[config.mk]
export PLATFORM = sky130hd
export DESIGN_NAME = port_group_sequencer
export DESIGN_NICKNAME = d
export VERILOG_FILES = /design/src/rtl/v_cu_pkg.sv /design/src/rtl/valid_pipe.sv /design/src/rtl/port_group_sequencer.sv
export SDC_FILE = /design/constraint.sdc
export NUM_CORES = 1
export LEC_CHECK = 0
export CAP_MARGIN = 20
export CORE_UTILIZATION = 42
export DETAILED_ROUTE_END_ITERATION = 12
export PLACE_DENSITY = 0.69
export SLEW_MARGIN = 5
export SYNTH_ARGS = -nofsm -noshare
export SYNTH_HDL_FRONTEND = slang
export SYNTH_SLANG_ARGS = --single-unit
[constraint.sdc]
create_clock -name clk -period 2.98 [get_ports clk]
set_input_delay 0.298 -clock clk [delete_from_list [all_inputs] [get_ports clk]]
set_output_delay 0.298 -clock clk [all_outputs]
set_load 0.02 [all_outputs]
[src/rtl/v_cu_pkg.sv]
// v_cu_pkg: shared FSM state type, lane/latency defaults and beat-count helper for the port sequencers
package v_cu_pkg;
  typedef enum logic [1:0] {IDLE, READ, DRAIN} port_seq_state_e;
  localparam int LANES_DEF = 8;
  localparam int PIPE_LAT_DEF = 4;
  function automatic logic [31:0] beats_of(input logic [31:0] vl, input logic [31:0] lanes = 32'(LANES_DEF));
    return (vl + lanes - 32'd1) / lanes;
  endfunction
endpackage

[src/rtl/valid_pipe.sv]
// valid_pipe: DEPTH-stage valid shift register that freezes while hold is high
module valid_pipe #(
  parameter int DEPTH = 4
) (
  input  logic clk,
  input  logic rst,
  input  logic hold,
  input  logic d,
  output logic q
);
  logic [DEPTH-1:0] v;
  always_ff @(posedge clk or posedge rst)
    if (rst) v <= '0;
    else if (!hold) v <= DEPTH'({v, d});
  assign q = v[DEPTH-1];
endmodule

[src/rtl/port_group_sequencer.sv]
// port_group_sequencer: per-group VRF read/write beat sequencer; define PORT_SEQ_STALL_EN to honour stall_i
module port_group_sequencer
  import v_cu_pkg::*;
#(
  parameter int LANES      = LANES_DEF,
  parameter int VL_W       = 12,
  parameter int VRF_ADDR_W = 9,
  parameter int PIPE_LAT   = PIPE_LAT_DEF
) (
  input  logic                  clk,
  input  logic                  rst,
  input  logic                  start_i,
  input  logic [VL_W-1:0]       vl_i,
  input  logic [VRF_ADDR_W-1:0] rd_base_i,
  input  logic [VRF_ADDR_W-1:0] wr_base_i,
  input  logic                  stall_i,
  output logic                  port_rdy_o,
  output logic                  rd_en_o,
  output logic [VRF_ADDR_W-1:0] rd_addr_o,
  output logic                  wr_en_o,
  output logic [VRF_ADDR_W-1:0] wr_addr_o,
  output logic [LANES-1:0]      wr_lane_mask_o,
  output logic                  busy_o
);
  localparam logic [VL_W:0] ONE = (VL_W+1)'(1);
  port_seq_state_e state, state_nx;
  logic stall, pipe_tail, rd_last, wr_last;
  logic [VL_W:0] beats_w, beats_q, rd_cnt, wr_cnt;
  logic [VL_W-1:0] rem_w, rem_q;
  logic [VRF_ADDR_W-1:0] rd_base_q, wr_base_q;
`ifdef PORT_SEQ_STALL_EN
  assign stall = stall_i;
`else
  logic unused_stall;
  assign unused_stall = stall_i;
  assign stall = 1'b0;
`endif
  assign beats_w = (VL_W+1)'(beats_of(32'(vl_i), 32'(LANES)));
  assign rem_w = VL_W'(32'(vl_i) % 32'(LANES));
  assign port_rdy_o = state == IDLE;
  assign busy_o = ~port_rdy_o;
  assign rd_en_o = state == READ && !stall;
  assign wr_en_o = pipe_tail && !stall;
  assign rd_last = rd_cnt == beats_q - ONE;
  assign wr_last = wr_cnt == beats_q - ONE;
  assign rd_addr_o = rd_en_o ? rd_base_q + VRF_ADDR_W'(rd_cnt) : '0;
  assign wr_addr_o = wr_en_o ? wr_base_q + VRF_ADDR_W'(wr_cnt) : '0;
  // a partial final beat keeps only the low rem lanes
  assign wr_lane_mask_o = !wr_en_o ? '0 :
                          (wr_last && rem_q != '0) ? {LANES{1'b1}} >> (32'(LANES) - 32'(rem_q)) : '1;
  always_comb begin
    state_nx = state;
    state_nx = (state == IDLE && start_i && vl_i != '0) ? READ :
               (state == READ && rd_en_o && rd_last)     ? DRAIN :
               (state == DRAIN && wr_en_o && wr_last)    ? IDLE : state;
  end
  always_ff @(posedge clk or posedge rst)
    if (rst) state <= IDLE;
    else state <= state_nx;
  always_ff @(posedge clk or posedge rst)
    if (rst) begin
      beats_q <= '0;
      rem_q <= '0;
      rd_base_q <= '0;
      wr_base_q <= '0;
      rd_cnt <= '0;
      wr_cnt <= '0;
    end else if (state == IDLE && start_i) begin
      beats_q <= beats_w;
      rem_q <= rem_w;
      rd_base_q <= rd_base_i;
      wr_base_q <= wr_base_i;
      rd_cnt <= '0;
      wr_cnt <= '0;
    end else begin
      if (rd_en_o) rd_cnt <= rd_cnt + ONE;
      if (wr_en_o) wr_cnt <= wr_cnt + ONE;
    end
  valid_pipe #(.DEPTH(PIPE_LAT)) u_valid_pipe (
    .clk (clk),
    .rst (rst),
    .hold(stall),
    .d   (rd_en_o),
    .q   (pipe_tail)
  );
`ifndef SYNTHESIS
  a_start_only_idle: assert property (@(posedge clk) disable iff (rst) !(start_i && state != IDLE));
`endif
endmodule

# == After elaboration in Yosys (flattened, before gate mapping) ==
# Cells that the tools add are included.
# word_totals
regBits,66
latch_bits,0
ramBits,0
romBits,0
in_bits,34
wordCells,45
mem_count,0
# op_classes
n_addsub,8
n_mul,0
div_mod_pow,0
magnitude_cmp,0
eq_ne,4
n_shift,1
n_mux,11
bitwise,1
reduce_logical,12
# op_table
op,count
2-to-1 mux 13 bit,4
">> shifter 8 x 32 -> 8 bit, first input constant",1
"adder 13 x 1 -> 13 bit, second input constant",2
equality test 13 bit,2
nonzero test 12 bit,2
adder 9 bit,2
2-to-1 mux 9 bit,2
2-to-1 mux 8 bit,2
"subtractor 13 x 1 -> 14 bit, second input constant",1
"adder 12 x 4 -> 13 bit, second input constant",1
"subtractor 13 x 1 -> 13 bit, second input constant",1
logical AND 1 bit,6
2-to-1 mux 2 bit,3
"subtractor 4 x 3 -> 5 bit, first input constant",1
nonzero test 2 bit,2
nonzero test 3 bit,1
"equality test 2 x 1 -> 1 bit, second input constant",1
"equality test 2 bit, second input constant",1
logical NOT 2 bit,1
inverter 1 bit,1

# == Depth between registers and ports, before layout ==
# depth
ltp_word,6
mapped_depth,9
mapped_depth_nobuf,8

# == Modules after synthesis ==
# Synthesis repeated with hierarchy kept, for this count alone.
# unflattened
hier_cells,508
hier_area_um2,4336.7
# by_module_without_submodules
module,instances,cells_each,area_per_inst_um2,seq_area_each_um2
port_group_sequencer,1,499,4187.8,1476.4
valid_pipe,1,9,148.9,100.1

# == Worst setup path after synthesis ==
# No wires, ideal clock.
# synth_timing
path_type,reg-to-output
startpoint,reg beats_q[0]
endpoint,out wr_lane_mask_o[0]
arrival_time_ns,2.595
slack_ns,0.087
path_stages_with_launch,10
n_path_buf,1
path_cell_list,dfrtp_1 > inv_1 > ha_1 > or3b_2 > clkbuf_1 > nor4_1 > and3_2 > o211ai_1 > nor4_4 > a31oi_1
# synth_between
elab_chain_cells,5
# synth_rtl
item,line,rtl
from (decl),port_group_sequencer.sv:28,"logic [VL_W:0] beats_w, beats_q, rd_cnt, wr_cnt;"
from (signal assigned),port_group_sequencer.sv:69,beats_q <= beats_w;
subtractor 13 x 1 -> 13 bit,port_group_sequencer.sv:45,assign wr_last = wr_cnt == beats_q - ONE;
equality test 13 bit,port_group_sequencer.sv:45,
logical AND 1 bit,port_group_sequencer.sv:50,(wr_last && rem_q != '0) ? {LANES{1'b1}} >> (32'(LANES) - 32'(rem_q)) : '1;
2-to-1 mux 8 bit,port_group_sequencer.sv:50,
2-to-1 mux 8 bit,port_group_sequencer.sv:49,assign wr_lane_mask_o = !wr_en_o ? '0 :
to (decl),port_group_sequencer.sv:22,"output logic [LANES-1:0] wr_lane_mask_o,"
# Every way passes these cells.

# == Worst setup path after layout ==
# layout_timing
startpoint,reg beats_q[0]
endpoint,out wr_lane_mask_o[6]
# The elaborated chain is that of the path after synthesis.

==> impl_results.md <==
* Iteration-0 DRC Markers at between 100 and 150
* Skew-Pair Late Insertion Delay at between 300 and 400 ps
* Clock skew at slightly above 6 ps
* Initial Util at roughly 43%
* Net count, final at 657
* Syn Area/Cell at ~8.6 sq um
* Hold buffers post-CTS at 0
* Remaining DRCs at 0
* Post-synth top cells: nand2_1 (89), dfrtp_1 (63), nor2_1 (41), o21ai_0 (35), xor2_1 (28)
* Die Y at a little over 100 um
* Slew headroom at 42.7%
* HP Class: primary input to asynchronous set/reset pin
* RSZ-0062 raised after global routing: true
* Largest net degree at the start of global routing at between 40 and 50
* Num CTS Buffers at 9
* Setup violators final at 8
* Placed inst area at roughly 0.0053 sq mm
* Worst-case reg-to-reg path depth at 8
* Primary FF master, synth: dfrtp_1
* H-tree levels at 3
* Required @ worst endpoint at between 2000 and 3000 ps
* Area leader, netlist: dfrtp_1
* Synth warn at 0
* Layout cells sized above 1 at between 20% and 30%
* Die Wd at slightly above 100 um
* MaxCap Viol Count at 0
* WP data arrival at ~2800 ps
* PwrDens at roughly 1200 mW/mm^2
* EDFF count, synth at 0
* Fin crit share at 102%
* Count of different cell masters after synthesis at 53
* Routed length per instance at 14.4 um
* Gate count of the mapped netlist at 491
* Post-synth top area share at 37.5%
* Synthesized cell area at ~0.0042 sq mm
* Pre-Repair DR Iteration Count at 4
* HPWL Detailed at approximately 7700 um
* Via count at 3770
* CP Class: register to primary output
* Critical path endpoint category: primary output
* First-pass GRT wire length at about 17000 um
* Power, Total at ~6.7 mW
* Post-layout min period at roughly 3000 ps
* Setup ws final at -65.2 ps
* Top-Level Pins at 64
* CTS Root Cell: clkbuf_8
* Dominant cells by area after synthesis: dfrtp_1 (37%), nand2_1 (7.9%), ha_1 (6.8%), xor2_1 (5.8%), xnor2_1 (5.2%)
* P_leak at between 2 and 3 nW
* CTS tree: yes
* Initial antenna violation count at 0
* P&R area growth vs syn at 34.9%
* Via density at around 5.1
* Most common cell in the netlist: nand2_1
* Seq cells post-synth at 63
* Crit path launch type: register
* Worst Tran Pin Value at 858 ps
* Async set-or-reset flop fraction in the synthesized netlist at 100%
* Clk slew on worst S/H paths at about 70 ps
* All-Layer GR Usage at between 20% and 30%
* Sinks on Clock Net at between 60 and 70
* Fin. max-slew vios at 0
* Net count after synthesis at 550
* Seq/Total Area, Yosys at between 30% and 40%
* I/O Buffers at 62
* Die area at between 0.01 and 0.015 sq mm
* Diodes inserted at 0
* Clock tree buffer depth at 2
* Final ANT Viol Nets at 0
* Final core occ at between 50% and 60%
* Violated checks: setup timing
* Total Routed Length at roughly 11000 um
* Post-route cell area at roughly 0.0057 sq mm
* Final Wtd Congestion at just over 0.8
* Number of global-route vias before repair at roughly 3500
* Fillers at roughly 870
* Final Hold Vio Count at 0
* Status: finished with violations
* Achievable Freq at about 0.33 GHz
* Core area at between 0.009 and 0.01 sq mm
* Critical-path maximum fanout at 8
* Max VDD drop at approximately 770 uV
* Row cnt at 36
* R2r setup slk at between 400 and 500 ps
* Final hold slack at roughly 270 ps
* Overflow after GRT at 0
## through the flow
stage | cells | setup WS [ps] | setup TNS (ps)
after global routing | 735 | -198 | -1290
after CTS | 733 | -76.2 | -406
final | 735 | -65.2 | -235
after global placement | 716 | -189 | -1600
after floorplan | 491 | 86.5 | 0
after detailed placement | 716 | -280 | -2540
## cells in the final DEF (no fill, tap or decap), types with 3 or more instances in the layout
cell and count:
a21o_1 4, a21oi_1 14, a21oi_2 10, and2_1 5
and3_1 10, buf_4 59, buf_6 9, clkbuf_8 10
clkdlybuf4s50_1 45, clkinv_2 3, dfrtp_1 63, ha_1 22
inv_1 16, inv_2 3, nand2_1 89, nand2b_1 6
nand3_1 21, nand4_1 9, nor2_1 41, nor3_1 7
nor3_2 3, nor4_4 3, o21ai_0 33, or3_1 5
xnor2_1 23, xor2_1 28
## layer usage
layer	part of all wire, %	wire length, um	track usage [%]
met2	52	5500	37.0
met4	1.1	117	6.59
met5	0	0	0
met1	43	4590	27.0
met3	3.5	371	3.90
## power breakdown
group          internal [mW]  switching (mW)  leakage, nW
logic                   2.20            2.35         1.78
registers               1.19           0.284        0.794
clock network          0.316           0.333       0.0850
## worst max-delay path, stage by stage (launching register included)
cell and delay [ps]:
dfrtp_1 400, inv_2 80, ha_4 120, buf_6 90, or2b_4 260, or4_4 520, nand3_4 110, o211ai_4 80
nor4_4 290, buf_6 180, a21oi_1 80, buf_2 190
## layout make-up
cell class                 instances  area (sq um)  area share, %
clock buffer                      11           141           2.49
clock inverter                     4          22.5          0.397
timing repair buffer             121          1070           18.9
inverter                          19          71.3           1.26
tap                              133           166           2.93
sequential                        63          1580           27.8
multi-input combinational        384          2630           46.3
## worst paths after layout
check / startpoint / end
worst max-delay path: beats_q[0]$_DFFE_PP0P_ / wr_lane_mask_o[6]
worst min-delay path: rst / rd_base_q[3]$_DFFE_PP0P_
worst max register to register: beats_q[3]$_DFFE_PP0P_ / state[0]$_DFFE_PP0P_
worst min register to register: u_valid_pipe.v[2]$_DFF_PP0_ / u_valid_pipe.v[3]$_DFF_PP0_
max in group asynchronous: rst / wr_base_q[3]$_DFFE_PP0P_
min in group clk: u_valid_pipe.v[2]$_DFF_PP0_ / u_valid_pipe.v[3]$_DFF_PP0_
## logic make-up after synthesis
family | after synthesis | share of synthesized area, %
muxes | 1 | 0.238
AOI/OAI and AO/OA | 86 | 12.4
xor gates and xnor gates | 56 | 12.8
adders and majority gates | 25 | 7.79
buffers and inverters | 44 | 4.91
DFF | 63 | 37.5
and+or+nand+nor | 216 | 24.5
## registers in the layout (all words and copies together), names as in the netlist
signal,cells
beats_q,10
rd_base_q,9
rd_cnt,13
rem_q,3
state,2
u_valid_pipe.v,4
wr_base_q,9
wr_cnt,13
## what timing repair did
item                       in CTS  in global routing
setup buffers                   2                  1
setup endpoints to repair      15                 17
gates resized for setup        88                 32
pin swaps                      14                  9
cloned                          0                  0
No activity file was read; power rests on OpenSTA's default activity.
